$ cat config.mk
export PLATFORM = sky130hd
export DESIGN_NAME = trig_lut_unit
export DESIGN_NICKNAME = d
export VERILOG_FILES = /design/src/rtl/trig_pkg.sv /design/src/rtl/trig_quarter_rom.sv /design/src/rtl/trig_lut_unit.sv
export SDC_FILE = /design/constraint.sdc
export NUM_CORES = 1
export LEC_CHECK = 0
export ABC_CLOCK_PERIOD_IN_PS = 8000
export CELL_PAD_IN_SITES_DETAIL_PLACEMENT = 1
export CELL_PAD_IN_SITES_GLOBAL_PLACEMENT = 2
export CORE_MARGIN = 4
export CORE_UTILIZATION = 31
export DETAILED_ROUTE_END_ITERATION = 7
export PLACE_DENSITY = 0.88
export SYNTH_ARGS = -nofsm -noshare
export SYNTH_HDL_FRONTEND = slang
export SYNTH_SLANG_ARGS = --single-unit
$ cat constraint.sdc
create_clock -name clk -period 8 [get_ports clk]
set_input_delay 1.2 -clock clk [delete_from_list [all_inputs] [get_ports clk]]
set_output_delay 1.2 -clock clk [all_outputs]
set_load 0.05 [all_outputs]
$ cat src/rtl/trig_pkg.sv
// Shared types, constants and the elaboration-time sine generator for the
// trigonometric lookup unit.
package trig_pkg;

    typedef enum logic {
        TRIG_SIN = 1'b0,
        TRIG_COS = 1'b1
    } trig_mode_e;

    localparam int unsigned DEG_QUARTER = 90;
    localparam int unsigned DEG_FULL    = 360;
    localparam int unsigned ROM_DEPTH   = 91;
    localparam int unsigned ROM_IDX_W   = 7;
    localparam logic [31:0] FP_ZERO     = 32'h00000000;
    localparam logic [31:0] FP_ONE      = 32'h3F800000;

    // Binary32 encoding of sin(deg) for deg in 0..90, rounded to nearest-even.
    // Evaluated only at elaboration to fill the quarter table; angles above 45
    // use the cosine series of the complement so both series stay short.
    function automatic logic [31:0] trig_sin_bits(input int unsigned deg);
        real         x;
        real         term;
        real         sum;
        real         m;
        real         mant_r;
        real         frac;
        int          e;
        int          r;
        logic [31:0] rb;
        bit          use_cos;
        if (deg == 0) return FP_ZERO;
        if (deg >= DEG_QUARTER) return FP_ONE;
        use_cos = (deg > 45);
        x = (use_cos ? real'(DEG_QUARTER - deg) : real'(deg)) * 3.14159265358979323846 / 180.0;
        term = use_cos ? 1.0 : x;
        sum  = term;
        for (int unsigned k = 1; k < 24; k++) begin
            if (use_cos)
                term = -term * x * x / (real'(2 * k - 1) * real'(2 * k));
            else
                term = -term * x * x / (real'(2 * k) * real'(2 * k + 1));
            sum = sum + term;
        end
        m = sum;
        e = 0;
        for (int unsigned i = 0; i < 64; i++) begin
            if (m < 1.0) begin
                m = m * 2.0;
                e = e - 1;
            end
        end
        mant_r = m * 8388608.0;
        r      = $rtoi(mant_r);
        frac   = mant_r - real'(r);
        if (frac > 0.5 || (frac == 0.5 && r[0])) r = r + 1;
        if (r == 16777216) begin
            r = 8388608;
            e = e + 1;
        end
        rb = 32'(r);
        return {1'b0, 8'(e + 127), rb[22:0]};
    endfunction

endpackage

$ cat src/rtl/trig_quarter_rom.sv
// Quarter-wave sine table: sin(0..90 degrees) as binary32, combinational read.
module trig_quarter_rom
    import trig_pkg::*;
(
    input  logic [6:0]  idx,
    output logic [31:0] value
);

    logic [31:0] rom_w [ROM_DEPTH];

    for (genvar i = 0; i < ROM_DEPTH; i++) begin : g_entry
        localparam logic [31:0] ENTRY = trig_sin_bits(i);
        assign rom_w[i] = ENTRY;
    end

    // Table read; indices past 90 never arrive from the fold, but read as zero.
    always_comb begin
        value = FP_ZERO;
        if (idx < 7'(ROM_DEPTH)) value = rom_w[idx];
    end

endmodule

$ cat src/rtl/trig_lut_unit.sv
// Sine/cosine of an integer-degree angle via quadrant folding and a quarter
// table. Two-stage valid/ready pipeline: S1 folds, S2 looks up and signs.
module trig_lut_unit
    import trig_pkg::*;
#(
    parameter int unsigned ANGLE_W = 32,
    parameter int unsigned TAG_W   = 4
)
(
    input  logic               clk,
    input  logic               rst,
    input  logic               in_valid,
    output logic               in_ready,
    input  logic [ANGLE_W-1:0] in_angle,
    input  logic               in_mode,
    input  logic [TAG_W-1:0]   in_tag,
    output logic               out_valid,
    input  logic               out_ready,
    output logic [31:0]        out_value,
    output logic [TAG_W-1:0]   out_tag,
    output logic               out_err
);

    localparam int unsigned EXT_W = ANGLE_W + 1;

    logic               adv;
    logic [EXT_W-1:0]   ang_ext;
    logic [9:0]         eff;
    logic [8:0]         rem;
    logic [1:0]         quad;
    logic               fold_err;
    logic [6:0]         fold_idx;
    logic               fold_neg;
    logic [31:0]        rom_val;
    logic [31:0]        lookup_val;

    logic               s1_valid_d, s1_valid_q;
    logic [6:0]         s1_idx_d,   s1_idx_q;
    logic               s1_neg_d,   s1_neg_q;
    logic               s1_err_d,   s1_err_q;
    logic [TAG_W-1:0]   s1_tag_d,   s1_tag_q;
    logic               s2_valid_d, s2_valid_q;
    logic [31:0]        s2_value_d, s2_value_q;
    logic [TAG_W-1:0]   s2_tag_d,   s2_tag_q;
    logic               s2_err_d,   s2_err_q;

    assign adv      = !s2_valid_q || out_ready;
    assign in_ready = adv;

    // Fold the request angle into a quarter-table index and a sign.
    // Range check uses the full zero-extended angle; a legal angle is below
    // 360, so the cosine shift only needs its low 9 bits, and for an illegal
    // angle the folded index is don't-care because the error forces zero.
    always_comb begin
        ang_ext  = {1'b0, in_angle};
        fold_err = (ang_ext >= EXT_W'(DEG_FULL));
        eff      = {1'b0, in_angle[8:0]};
        if (trig_mode_e'(in_mode) == TRIG_COS) begin
            eff = eff + 10'(DEG_QUARTER);
            if (eff >= 10'(DEG_FULL)) eff = eff - 10'(DEG_FULL);
        end
        if (eff < 10'(DEG_QUARTER)) begin
            quad = 2'd0;
            rem  = eff[8:0];
        end else if (eff < 10'(2 * DEG_QUARTER)) begin
            quad = 2'd1;
            rem  = 9'(eff - 10'(DEG_QUARTER));
        end else if (eff < 10'(3 * DEG_QUARTER)) begin
            quad = 2'd2;
            rem  = 9'(eff - 10'(2 * DEG_QUARTER));
        end else begin
            quad = 2'd3;
            rem  = 9'(eff - 10'(3 * DEG_QUARTER));
        end
        fold_idx = quad[0] ? 7'(9'(DEG_QUARTER) - rem) : 7'(rem);
        fold_neg = quad[1];
    end

    trig_quarter_rom u_rom (
        .idx   (s1_idx_q),
        .value (rom_val)
    );

    // Apply sign to the table value; zero magnitude and range errors give +0.
    always_comb begin
        lookup_val = {s1_neg_q ^ rom_val[31], rom_val[30:0]};
        if (s1_err_q || rom_val[30:0] == 31'd0) lookup_val = FP_ZERO;
    end

    // Next-state for both stages; everything holds while the output stalls.
    always_comb begin
        s1_valid_d = s1_valid_q;
        s1_idx_d   = s1_idx_q;
        s1_neg_d   = s1_neg_q;
        s1_err_d   = s1_err_q;
        s1_tag_d   = s1_tag_q;
        s2_valid_d = s2_valid_q;
        s2_value_d = s2_value_q;
        s2_tag_d   = s2_tag_q;
        s2_err_d   = s2_err_q;
        if (adv) begin
            s1_valid_d = in_valid;
            s1_idx_d   = fold_idx;
            s1_neg_d   = fold_neg;
            s1_err_d   = fold_err;
            s1_tag_d   = in_tag;
            s2_valid_d = s1_valid_q;
            s2_value_d = lookup_val;
            s2_tag_d   = s1_tag_q;
            s2_err_d   = s1_err_q;
        end
    end

    // Pipeline registers with synchronous reset that drops all in-flight work.
    always_ff @(posedge clk) begin
        if (rst) begin
            s1_valid_q <= 1'b0;
            s1_idx_q   <= '0;
            s1_neg_q   <= 1'b0;
            s1_err_q   <= 1'b0;
            s1_tag_q   <= '0;
            s2_valid_q <= 1'b0;
            s2_value_q <= FP_ZERO;
            s2_tag_q   <= '0;
            s2_err_q   <= 1'b0;
        end else begin
            s1_valid_q <= s1_valid_d;
            s1_idx_q   <= s1_idx_d;
            s1_neg_q   <= s1_neg_d;
            s1_err_q   <= s1_err_d;
            s1_tag_q   <= s1_tag_d;
            s2_valid_q <= s2_valid_d;
            s2_value_q <= s2_value_d;
            s2_tag_q   <= s2_tag_d;
            s2_err_q   <= s2_err_d;
        end
    end

    assign out_valid = s2_valid_q;
    assign out_value = s2_value_q;
    assign out_tag   = s2_tag_q;
    assign out_err   = s2_err_q;

endmodule

# Yosys cells after proc, flatten, opt, wreduce, memory -nomap -nowiden

Memories as Yosys holds them, arrays and structs flattened.
Index checks and enable logic that the tools add are counted.

Memory bits (read-only): 4096
Register bits: 52
Input bits: 41
Memories: 1

Reduce and logical (&&, ||, !) cells: 4
$lt $le $gt $ge: 7
Mux-type cells: 13
Add/sub/neg operators: 6
Bitwise logic cells: 2

Memories:

| name            | depth | bits a word | rd ports | clocked after memory_dff | wr ports | line                   | RTL |
|---|---|---|---|---|---|---|---|
| (no name shown) | 128   | 32          | 1        | 0                        | 0        | trig_quarter_rom.sv:19 | `if (idx < 7'(ROM_DEPTH)) value = rom_w[idx];` |

Operators with widths:

| kind                    | number |
|---|---|
| $mux W32                | 4 |
| $ge A32 B9 Y1 const B   | 1 |
| $logic_not A31 Y1       | 1 |
| $mux W7                 | 4 |
| $mux W10                | 2 |
| $add A9 B7 Y10 const B  | 1 |
| $ge A10 B9 Y1 const B   | 1 |
| $lt A10 B7 Y1 const B   | 1 |
| $lt A10 B8 Y1 const B   | 1 |
| $lt A10 B9 Y1 const B   | 1 |
| $sub A10 B9 Y10 const B | 1 |
| $ge A8 B8 Y1 const B    | 1 |
| $not A7 Y8              | 1 |
| $lt A7 B7 Y1 const B    | 1 |
| $sub A7 B4 Y7 const B   | 1 |
| $sub A7 B6 Y7 const B   | 1 |
| $sub A7 B7 Y7 const A   | 1 |
| $sub A7 B7 Y7 const B   | 1 |
| $mux W2                 | 2 |
| $logic_or A1 B1 Y1      | 2 |
| $logic_not A1 Y1        | 1 |
| $mux W1                 | 1 |
| $xor A1 B1 Y1           | 1 |

# Logic depth before layout (Yosys ltp)

Word-level depth: 10
Gate-level depth with buffers: 26

# Modules after synthesis

A second synthesis with hierarchy kept.

Cells, all modules: 990
Area, all modules: 6815.3 um2

By module, submodules not included:

| module           | area an instance (um2) | seq. area each (um2) | cells an instance | instances |
|---|---|---|---|---|
| trig_lut_unit    | 3439.5                 | 1041.0               | 441               | 1 |
| trig_quarter_rom | 3375.7                 | 0.0                  | 549               | 1 |

# Worst setup path after synthesis

OpenSTA, ideal clock, no wires.

Path kind: input -> register
Start point: input in_angle[3]
End point: register s1_idx_q[6]
Path slack: 1.810 ns
Data arrival time: 6.059 ns
Required time: 7.870 ns
Buffers on the path: 4
Stages on the path: 26
Path through: buf_6 > clkbuf_1 > a21oi_1 > nor2_1 > nor2_1 > ha_1 > and3b_1 > nor3b_1 > a221o_4 > a32o_1 > nor2_1 > xnor2_2 > inv_1 > ha_1 > or4b_1 > a21oi_2 > a21oi_1 > buf_4 > o21a_1 > buf_2 > xnor2_1 > ha_1 > and2b_1 > o311ai_1 > xor2_1 > o31ai_2

Longest elaborated chain between the ends: 10

RTL lines:

| element                                                 | line                 | RTL |
|---|---|---|
| from (decl)                                             | trig_lut_unit.sv:14  | `input logic [ANGLE_W-1:0] in_angle,` |
| $add A9 B7 Y10                                          | trig_lut_unit.sv:59  | `eff = eff + 10'(DEG_QUARTER);` |
| $sub A10 B9 Y10 / $ge A10 B9 Y1 (equally long branches) | trig_lut_unit.sv:60  | `if (eff >= 10'(DEG_FULL)) eff = eff - 10'(DEG_FULL);` |
| $mux W10                                                | trig_lut_unit.sv:60  |  |
| $mux W10 (*)                                            | trig_lut_unit.sv:58  | `if (trig_mode_e'(in_mode) == TRIG_COS) begin` |
| $lt A10 B9 Y1, or another cell as far along             | trig_lut_unit.sv:68  | `end else if (eff < 10'(3 * DEG_QUARTER)) begin` |
| $mux W7                                                 | trig_lut_unit.sv:68  |  |
| $mux W7                                                 | trig_lut_unit.sv:65  | `end else if (eff < 10'(2 * DEG_QUARTER)) begin` |
| $mux W7                                                 | trig_lut_unit.sv:62  | `if (eff < 10'(DEG_QUARTER)) begin` |
| $sub A7 B7 Y7                                           | trig_lut_unit.sv:75  | `fold_idx = quad[0] ? 7'(9'(DEG_QUARTER) - rem) : 7'(rem);` |
| $mux W7 (*)                                             | trig_lut_unit.sv:75  |  |
| to (signal assigned)                                    | trig_lut_unit.sv:128 | `s1_idx_q <= s1_idx_d;` |
| to (decl)                                               | trig_lut_unit.sv:38  | `logic [6:0] s1_idx_d, s1_idx_q;` |

Mark *: on every way between the ends. The rest lies on a longest branch, timed or not.
A chain may end at the register's enable or synchronous reset.

# Worst setup path in the final report

Start point: input in_angle[2]
End point: register s1_idx_q[6]

The elaborated chain is that of the path after synthesis.

==> impl_metrics.toml <==
[status]
status = "finished clean"

[clock_tree]
hold_buffers = 0
cts_tree = "built"
cts.sink_count = 48
root_buffer = "clkbuf_16"
htree_levels = 2
post-cts-setup-buffer-count = 0
cts.path.max_buffers = 2
ctsResizeCount = 0
clk_latency_ps = 300
cts.clk_slew.worst_paths_ps = 70
cts-buffers-inserted = 5

[global_routing]
grt_antenna_before_repair = 0
overflow = 0
grt_max_degree = 73
grt_pass1_vias = 7671
grt_pass1_wl_um = 42700
grt_use_total_pct = 23.4

[floorplanning]
coreArea_sq_mm = 0.0202
io_pins = 80
num_rows = 52
fp.dieH_um = 152
die-width_um = 152
fp.dieArea_sq_mm = 0.0230
start_util_pct = 31.6

[worst_setup_path]
arrival_ps = 7240
crit_start = "in_angle[2]"
end_kind = "register"
crit_type = "input port to register"
startpoint_type = "input port"
rr_startpoint = "s1_idx_q[1]"
required_ps = 8150
worstPathMaxFanout = 13

[cells_and_area]
area_growth_syn_to_layout_pct = 16.6
final_common_cell = "nor2_1"
fill_cells = 2592
multi_input_area_sq_mm = 0.00494
final_cell_mix = "nor2_1 (120), nand2_1 (116), a21oi_1 (99)"
regArea_sq_um = 968
final_layout_size_suffix_gt1_share_pct = 5.83
diodes = 0
nets = 1065

[timing]
setup_tns_ps = 0
finalCriticalPeriod_ps = 7090
fin_crit_sh_pct = 88.6
finClkSkew_ps = 10.0
rsz0062_at_grt = "false"
relSlewSlack_pct = 31.2
tightest_slew_ps = 1030
hold_viol = 0
fmax_mhz = 141
drv_slew = 0
setup_viol = 0

[yosys]
synth_edf_count = 0
synth-seq-cells = 48
synth-async-reset-ratio_pct = 0
syn_area_per_cell_sq_um = 6.46
synth_fp_nets = 1061
synth_top_area_cell = "dfxtp_1"
synth_cell_type_count = 83
syn-instance-count = 990
seq_area_frac_synth_pct = 15.0
yosysTopAreaCellShare_pct = 15.0
yosys_warnings = 0
ys.flop_type = "dfxtp_1"
syn-cell-area_sq_mm = 0.00640
synthTopCellsByArea = "dfxtp_1 (15%), a21oi_1 (7.7%), o21ai_0 (7.4%)"

[power_and_ir_drop]
p_comb_share_pct = 73.8
finalPower_mw = 2.31
p_int_uw = 998
p_leak_nw = 2.65
powerDensity_mw_per_mm2 = 310
switching_share_pct = 56.8
clkPwrFrac_pct = 11.3
power.switching_mw = 1.31
seq_power_share_pct = 14.9
ir_drop_uv = 115

[place]
place.gp.congestion = 0.951
dp_hpwl_um = 19800
portBuffers = 78

[routing]
finalWirelength_um = 27800
post_drt_wl_per_cell_um = 22.0
drtIter0Drc = 754
ant_nets = 0
drcViolationCount = 0
via_per_inst = 6.28
drt_first_pass_iters = 5
vias = 7950

[run]
maxCapViolCount = 0

[hold_path]
holdCritPathClass = "register to register"
hp-start = "out_tag[1]"
## through the flow
step	setup WS, ps	hold WS (ps)	util [%]	cells	cell area (sq um)
5_1_grt	466	485	36.9	1265	7460
4_1_cts	941	455	36.9	1265	7460
6_report	913	451	36.9	1265	7460
2_1_floorplan	1810	432	-	990	6400
3_5_place_dp	640	444	35.9	1257	7270
3_3_place_gp	811	439	35.9	1257	7270
## flip-flops by register name, summed over array words and instances (netlist names)
register,count
s1_idx_q,7
s1_tag_q,4
out_value,28
s1_neg_q,1
s1_valid_q,1
out_tag,4
out_valid,1
out_err,1
s1_err_q,1
## synth_stat cells (4+ instances only)
library cell	number
a2111oi_0	4
a211o_1	6
a211oi_1	26
a21boi_0	5
a21o_1	4
a21oi_1	99
a221oi_1	6
a22oi_1	22
a311oi_1	9
a31oi_1	16
a32oi_1	4
and2_1	7
and3_1	5
buf_1	15
buf_4	5
clkbuf_1	80
dfxtp_1	48
ha_1	30
inv_1	23
mux2i_1	4
nand2_1	116
nand2b_1	8
nand3_1	28
nand3b_1	4
nand4_1	8
nor2_1	120
nor2b_1	8
nor3_1	26
nor4_1	13
o2111ai_1	4
o211ai_1	23
o21a_1	4
o21ai_0	94
o221ai_1	6
o22ai_1	7
o311ai_0	7
o31ai_1	9
o32ai_1	5
or3_1	7
xnor2_1	9
xor2_1	5
## cell families (layout without fill, tap and decap cells)
group | after synthesis | count (layout) | share of synthesized area, %
AO/OA/AOI/OAI | 394 | 394 | 41.1
XOR/XNOR | 15 | 15 | 2.17
adder cells (fa/ha/maj) | 30 | 30 | 5.87
buffers and inverters | 127 | 132 | 7.88
flip-flops | 48 | 48 | 15.0
multiplexers | 8 | 8 | 1.51
other | 1 | 1 | 0.0586
AND/OR/NAND/NOR | 367 | 367 | 26.4
## layer usage
metal | vias to the layer above | global-route usage (%) | share of wire [%]
met1 | 3870 | 31.3 | 42
met4 | 0 | 8.76 | 4.0
met5 | - | 0 | 0
met3 | 61 | 3.42 | 6.8
met2 | 344 | 38.2 | 47
li1 | 3675 | - | -
## critical path, cell delays in order
cell and delay (ps):
clkdlybuf4s50_1 590, ha_1 410, or4b_4 540, or3_4 360, a221o_4 420, a32o_1 260
nor2_1 250, xnor2_2 220, inv_1 150, ha_1 230, or4b_1 520, a21oi_2 220
a21oi_1 330, o21a_1 390, xnor2_1 180, ha_1 190, and2b_1 190, o311ai_1 300
xor2_1 210, o31ai_2 70
## area by class of cell
cell class / instances / area share (%)
well taps: 270 / 4.53
repair buffers: 99 / 12.5
clock inverters: 2 / 0.520
inverters: 25 / 1.26
clock buffers: 6 / 2.01
flip-flops and latches: 48 / 13.0
multi-input cells: 815 / 66.2
## worst paths after layout
check                       end  slack [ps]  depth (start not counted)
hold / removal       out_tag[1]         450                          2
setup / recovery    s1_idx_q[6]         910                         20
hold reg to reg      out_tag[1]         450                          2
setup reg to reg  out_value[17]        3280                         15
## power by group through the flow
stage                     clock (mW)  combinational (mW)  sequential, mW
after floorplan                    0                1.03           0.452
after global placement             0                1.65           0.347
after detailed placement           0                1.66           0.349
after CTS                      0.269                1.67           0.344
after global routing           0.278                1.83           0.353
final                          0.261                1.70           0.345
(Power assumes the default switching activity.)
